`config.mk`:
```
export PLATFORM = sky130hd
export DESIGN_NAME = async_mult_ctrl
export DESIGN_NICKNAME = d
export VERILOG_FILES = /design/src/rtl/async_mult_ctrl.sv
export SDC_FILE = /design/constraint.sdc
export NUM_CORES = 1
export LEC_CHECK = 0
export CAP_MARGIN = 40
export CORE_MARGIN = 5
export CORE_UTILIZATION = 40
export CTS_BUF_LIST = sky130_fd_sc_hd__clkbuf_16
export DETAILED_ROUTE_END_ITERATION = 16
export HOLD_SLACK_MARGIN = 0.03
export PLACE_DENSITY = 0.74
export REMOVE_ABC_BUFFERS = 1
export SLEW_MARGIN = 20
export SYNTH_ARGS = -nofsm -noshare
export SYNTH_HDL_FRONTEND = slang
export SYNTH_SLANG_ARGS = --single-unit
```
`constraint.sdc`:
```
create_clock -name clk -period 1.58 [get_ports clk]
set_input_delay 0.237 -clock clk [delete_from_list [all_inputs] [get_ports clk]]
set_output_delay 0.237 -clock clk [all_outputs]
set_load 0.01 [all_outputs]
```
`src/rtl/async_mult_ctrl.sv`:
```
// async_mult_ctrl: clocked sequencer for a self-timed multiplier.
// Four-phase req/ack handshake, synchronised ack, timeout abort.
module async_mult_ctrl #(
    parameter int WIDTH   = 8,
    parameter int TIMEOUT = 255
) (
    input  logic               clk,
    input  logic               rst,
    input  logic               cmd_valid,
    output logic               cmd_ready,
    input  logic [WIDTH-1:0]   cmd_a,
    input  logic [WIDTH-1:0]   cmd_b,
    output logic [WIDTH-1:0]   mul_a,
    output logic [WIDTH-1:0]   mul_b,
    output logic               mul_req,
    input  logic               mul_ack,
    input  logic [2*WIDTH-1:0] mul_p,
    output logic               res_valid,
    input  logic               res_ready,
    output logic [2*WIDTH-1:0] res_p,
    output logic               res_timeout,
    output logic [7:0]         res_cycles,
    output logic               busy
);

    typedef enum logic [2:0] {
        IDLE,
        LAUNCH,
        REQ,
        RELEASE,
        DONE
    } state_t;

    localparam logic [7:0] TMO_LAST = 8'(TIMEOUT - 1);

    state_t     state;
    state_t     state_nx;
    logic       ack_s1;
    logic       ack_s;
    logic [7:0] cnt;
    logic       accept;
    logic       tmo;

    assign accept    = cmd_valid && (state == IDLE);
    assign tmo       = (cnt == TMO_LAST);
    assign cmd_ready = (state == IDLE);
    assign res_valid = (state == DONE);
    assign busy      = (state != IDLE);

    // Two-flop synchroniser: the only sampler of the async ack
    always_ff @(posedge clk or posedge rst) begin
        if (rst) begin
            ack_s1 <= 1'b0;
            ack_s  <= 1'b0;
        end else begin
            ack_s1 <= mul_ack;
            ack_s  <= ack_s1;
        end
    end

    // State register
    always_ff @(posedge clk or posedge rst) begin
        if (rst) state <= IDLE;
        else     state <= state_nx;
    end

    // Next-state logic: one transaction in flight at a time
    always_comb begin
        state_nx = state;
        unique case (state)
            IDLE:    if (accept) state_nx = LAUNCH;
            LAUNCH:  state_nx = REQ;
            REQ:     if (ack_s || tmo) state_nx = RELEASE;
            RELEASE: if (!ack_s) state_nx = DONE;
            DONE:    if (res_ready) state_nx = IDLE;
            default: state_nx = IDLE;
        endcase
    end

    // Registered req (glitch-free) and operand latch held until next accept
    always_ff @(posedge clk or posedge rst) begin
        if (rst) begin
            mul_req <= 1'b0;
            mul_a   <= '0;
            mul_b   <= '0;
        end else begin
            mul_req <= (state_nx == REQ);
            if (accept) begin
                mul_a <= cmd_a;
                mul_b <= cmd_b;
            end
        end
    end

    // Latency counter and result capture (product or timeout abort)
    always_ff @(posedge clk or posedge rst) begin
        if (rst) begin
            cnt         <= 8'd0;
            res_p       <= '0;
            res_timeout <= 1'b0;
            res_cycles  <= 8'd0;
        end else if (accept) begin
            cnt <= 8'd0;
        end else if (state == REQ) begin
            if (cnt != 8'hFF) cnt <= cnt + 8'd1;
            if (ack_s) begin
                res_p       <= mul_p;
                res_cycles  <= cnt;
                res_timeout <= 1'b0;
            end else if (tmo) begin
                res_p       <= '0;
                res_cycles  <= 8'hFF;
                res_timeout <= 1'b1;
            end
        end
    end

endmodule

```
==> impl_metrics.toml, run 1 <==
[synthesis]
avgSynthCellArea_um2 = 9.88
ys_seq_elements = 55
ys_types = 40
synthSimpleGateAreaFrac_pct = 23.3
synthesis.area_um2 = 2550
synth_mux_area_share_pct = 1.18
synth_xor_area_share_pct = 0
yosysWarningCount = 0
synth-compound-area-share_pct = 16.4
ys_seq_area_share_pct = 54.0
syn_inst = 258
synthAdderAreaFrac_pct = 0.981
synth_top_area_share_pct = 54.0
synthTopCellsByArea = "dfrtp_1 (54%), nand2_1 (7.9%), a22oi_1 (4.7%), nand2b_1 (4.4%), o21ai_1 (3.5%)"
yosysTopAreaCell = "dfrtp_1"
synth_top_family_by_area = "simple AND/OR/NAND/NOR gates"

[route]
routed_via_density = 5.25
drtIter0Drc = 133
firstDrtPassIters = 4
wl_per_cell_um = 14.7
wirelength_um = 6340
drc = 0
ant_nets = 0
vias = 2270

[clock_network]
cts_buffer_depth = 2
cts_made_buffers = 5
root_buffer = "clkbuf_16"
htree_num_levels = 2
path_clk_slew_ns = 0.07
clk_latency_ns = 0.29
cts_tree = "yes"
post_cts_buffers = 0
cts_sinks = 55

[timing]
grt_setup_unrepaired = "true"
hold_violations = 0
fmax_ghz = 0.638
finalSetupViolCount = 0
min_period_over_period_pct = 99.2
drv_slew = 0
fin_crit_ns = 1.57
relSlewSlack_pct = 79.2
skew_ns = 0.00784
worst_slew_pin_slew_ns = 0.312

[power]
ir_drop_mv = 0.941
p_leak_uw = 0.00166
powerDensity_nw_per_um2 = 1900

[setup_path]
max_stage_delay_ns = 0.41
cp-start-kind = "flop"
path_common_cell = "buf_6"
crit_slowest_cell = "dfrtp_1"
cp-end-kind = "flop"
arrival_ns = 1.78
required_ns = 1.79
crit_type = "reg -> reg"
path_cells = "buf_6 > or3b_4 > buf_6 > nor4b_4 > mux2i_1"
cp_max_fo = 3

[job]
maxCapViolations = 0

[global_route]
grt_start_max_net_pins = 56
first_global_vias = 2207
antenna_found_initial = 0
grt_usage_pct = 15.8
grt_first_pass_wirelength_um = 10800
overflow = 0

[layout]
diodes = 0
fin_cells = 432
area_growth_pct = 50.2
drive_above_1_share_pct = 13.5
fin_nets = 393
final_cell_mix = "clkdlybuf4s50_1 (78), dfrtp_1 (55), nand2_1 (54)"
final_common_cell = "clkdlybuf4s50_1"
final_util_pct = 61.0

[floorplanning]
core_area_um2 = 6280
rows = 29
die_area_um2 = 8070
die_h_um = 89.8
io_pins = 82
initial_core_util_pct = 40.6
die_x_um = 89.8

[placement]
gp_congestion = 0.807
dp_cells = 423
port_buffers = 81
dp_hpwl_um = 4370

[status]
status = "finished clean"

[worst_hold_path]
hp-class = "in -> async"
## synthesized netlist by cell type
library cell and count:
nor2b_1 1, inv_1 3, nor4b_4 1, or3_1 1, buf_6 1, or4b_1 1, buf_4 1, and2_1 1
and4_1 3, nor4bb_1 1, a211oi_1 5, a2111oi_0 1, a22oi_1 16, nand4b_1 1, nor3b_1 2, clkbuf_1 7
and4bb_1 1, mux2i_1 3, o21ai_1 18, ha_1 2, nor2_2 1, nand4bb_1 2, nor3_1 2, a41oi_1 2
nand3b_1 1, a21oi_1 12, nand3_1 2, or3b_1 1, nor3b_2 1, nand4_1 2, buf_2 10, o22ai_1 9
nand2b_1 18, nor2_1 11, o2111a_1 1, or2_1 1, nor4b_2 1, a22o_1 2, dfrtp_1 55, nand2_1 54
## flip-flops by register name, summed over array words and instances (netlist names)
| register | flops |
|---|---|
| res_timeout | 1 |
| ack_s1 | 1 |
| res_p | 16 |
| mul_a | 8 |
| res_cycles | 8 |
| mul_b | 8 |
| ack_s | 1 |
| mul_req | 1 |
| cnt | 8 |
| state | 3 |
## kinds of logic (layout without fill, tap and decap cells)
kind of cell,after synthesis,count (layout)
DFF,55,55
muxes,3,3
AOI/OAI and AO/OA,66,66
and+or+nand+nor,110,110
buffers and inverters,22,119
adders and majority gates,2,2
## critical path: cells and delay by family, from the launching register on
family	cells	cell delay [ns]
mux	1	0.21
buf+inv	2	0.27
flops	1	0.41
simple gates	2	0.61
## per-stage QoR
stage	setup TNS (ns)	setup WS [ns]	hold slack (ns)	cell area (µm²)	power, µW
2_1_floorplan	-14.67	-0.649	0.268	2450	4050
3_3_place_gp	-0.725	-0.0658	0.334	3600	5870
3_5_place_dp	-1.05	-0.0797	0.353	3600	5950
4_1_cts	-0.0578	-0.0412	0.327	3770	7230
5_1_grt	-0.183	-0.0504	0.348	3830	7850
6_report	0	0.0123	0.312	3830	7290
## final cells by class
type,count,area [µm²]
multi-input cells,181,1120
clock buffers,5,125
well taps,77,96.3
fillers,526,2450
clock inverters,3,42.5
repair buffers,108,1060
flip-flops and latches,55,1380
inverters,3,11.3
## worst paths after layout
kind | from | end | slack (ns) | cells past startpoint
min in group clk | ack_s1$_DFF_PP0_ | ack_s$_DFF_PP0_ | 0.36 | 0
hold / removal | rst | mul_b[2]$_DFFE_PP0P_ | 0.31 | 3
hold reg to reg | ack_s1$_DFF_PP0_ | ack_s$_DFF_PP0_ | 0.36 | 0
setup reg to reg | state[2]$_DFF_PP0_ | cnt[4]$_DFFE_PP0P_ | 0.01 | 5
max in group asynchronous | rst | res_cycles[1]$_DFFE_PP0P_ | 1.02 | 3
setup / recovery | state[2]$_DFF_PP0_ | cnt[4]$_DFFE_PP0P_ | 0.01 | 5
## repair_timing
action                                  in CTS  in global routing
gates cloned                                 0                  1
endpoints found under the setup margin       5                 30
resized for setup                            8                 20
hold buffers                                 0                  0
## power breakdown
| part | leakage, µW | internal, µW | switching [µW] |
|---|---|---|---|
| registers | 0.000667 | 2000 | 466 |
| logic | 0.000913 | 2010 | 1590 |
| clock network | 0.0000818 | 748 | 476 |
## metal layers
layer	share of wire, %	track usage (%)
met5	0	0
met4	1.9	5.29
met3	7.7	5.09
met2	43	22.8
met1	48	22.2
Note: power is estimated with default switching activity, not from simulation.
==> run 2, diff against run 1 <==
CTS_CLUSTER_SIZE = 30   (was unset)
==> results of run 2 <==
Same layout as run 1: the final DEF is identical, and so are final timing and power.
==> run 3, diff against run 2 <==
CELL_PAD_IN_SITES_DETAIL_PLACEMENT = 0   (was unset)
CELL_PAD_IN_SITES_GLOBAL_PLACEMENT = 2   (was unset)
CORE_UTILIZATION = 25   (was 40)
PLACE_DENSITY = 0.76   (was 0.74)
==> impl_metrics.toml, run 3 (synthesized netlist as in run 1, its figures left out) <==
[layout]
drive_above_1_share_pct = 15.0
final_cell_mix = "clkdlybuf4s50_1 (78), nand2_1 (54), dfrtp_1 (54), buf_4 (24)"
fin_area_um2 = 3910
fin_cells = 494
fin_nets = 399
diodes = 0
regMostFlops = "res_p"
largest_register_ffs = 16
area_growth_pct = 53.2
final_common_cell = "clkdlybuf4s50_1"

[setup_path]
path_cells = "buf_6 > or3b_4 > buf_6 > nor4b_4 > mux2i_1"
cp-end-kind = "flop"
cp_max_fo = 4
arrival_ns = 1.79
crit_type = "reg -> reg"
crit_slowest_cell = "dfrtp_1"
path_common_cell = "buf_6"
max_stage_delay_ns = 0.41
required_ns = 1.80
cp-start-kind = "flop"

[global_route]
first_global_vias = 2354
overflow = 0
grt_start_max_net_pins = 56
antenna_found_initial = 0
grt_first_pass_wirelength_um = 11600
grt_usage_pct = 11.4

[timing]
min_period_over_period_pct = 99.6
layout_setup_ws_ns = 0.00603
worst_slew_pin_slew_ns = 0.375
drv_slew = 0
finalSetupViolCount = 0
fin_crit_ns = 1.57
fmax_ghz = 0.635
setup_tns_ns = 0
relSlewSlack_pct = 75.0
hold_slack_ns = 0.319
skew_ns = 0.00873
hold_violations = 0
grt_setup_unrepaired = "true"

[route]
ant_nets = 0
vias = 2271
wl_per_cell_um = 14.0
drc = 0
wirelength_um = 6920
drtIter0Drc = 111
routed_via_density = 4.60
firstDrtPassIters = 4

[power]
p_leak_uw = 0.00168
p_int_uw = 4650
ir_drop_mv = 0.593
clkPwrFrac_pct = 15.4
combPwrFrac_pct = 50.6
switching_share_pct = 35.8
p_sw_uw = 2590
seqPwrFrac_pct = 34.0
powerDensity_nw_per_um2 = 1850

[floorplanning]
die_area_um2 = 12300
initial_core_util_pct = 25.8
io_pins = 82
core_area_um2 = 9860
rows = 36
die_h_um = 111
die_x_um = 111

[clock_network]
ctsHoldBuffers = 0
htree_num_levels = 2
root_buffer = "clkbuf_16"
path_clk_slew_ns = 0.08
cts_sinks = 55
clk_latency_ns = 0.30
cts_made_buffers = 5
cts_buffer_depth = 2
cts_tree = "yes"

[job]
maxCapViolations = 0

[status]
status = "finished clean"

[placement]
placed_cell_area_um2 = 3700
port_buffers = 81
dp_cells = 483
dp_hpwl_um = 4750
pre_cts_slack_ns = -0.109
gp_congestion = 0.778

[worst_hold_path]
hp-class = "in -> async"
[run 3: final cells by class]
type                            count  area (µm²)
Inverter                            3        11.3
Timing Repair Buffer              114        1100
Fill cell                         989        5960
Tap cell                          133         166
Multi-Input combinational cell    181        1110
Clock buffer                        5         125
Sequential cell                    55        1380
Clock inverter                      3        20.0
[run 3: what timing repair did]
action	in CTS	in global routing
gates cloned	0	1
endpoints found under the setup margin	35	37
buffers inserted	0	2
pin swaps	0	1
gates resized for setup	14	14
[run 3: path summary, 6_finish.rpt]
check,start,endpoint,slack (ns),cells after the start
min in group clk,ack_s1$_DFF_PP0_,ack_s$_DFF_PP0_,0.36,0
max in group asynchronous,rst,state[0]$_DFF_PP0_,1.00,3
worst min-delay path,rst,ack_s1$_DFF_PP0_,0.32,3
worst max-delay path,state[2]$_DFF_PP0_,cnt[4]$_DFFE_PP0P_,0.006,5
worst min register to register,ack_s1$_DFF_PP0_,ack_s$_DFF_PP0_,0.36,0
worst max register to register,state[2]$_DFF_PP0_,cnt[4]$_DFFE_PP0P_,0.006,5
[run 3: stage by stage]
| stage | total power (µW) | util, % |
|---|---|---|
| after floorplan | 4050 | - |
| after global placement | 5990 | 37.5 |
| after detailed placement | 6050 | 37.5 |
| after CTS | 7240 | 39.1 |
| after global routing | 7810 | 39.6 |
| final | 7240 | 39.6 |
[run 3: metal layers]
layer,up-vias,routed length (µm),track usage (%)
met4,0,38,2.71
li1,1118,-,-
met5,-,0,0
met2,66,3300,18.9
met1,1085,3160,14.3
met3,2,418,3.93
[run 3: critical path, delay by kind of cell (launching register included)]
kind / cells / cell delay (ns)
DFF: 1 / 0.41
and+or+nand+nor: 2 / 0.61
muxes: 1 / 0.20
buffers and inverters: 2 / 0.26
[run 3: power by group through the flow]
stage	Clock, µW	Combinational [µW]	Sequential, µW
floorplan	0	1340	2710
global placement	0	3520	2470
detailed placement	0	3570	2470
CTS	1160	3620	2460
global route	1220	4030	2550
finish	1120	3670	2460
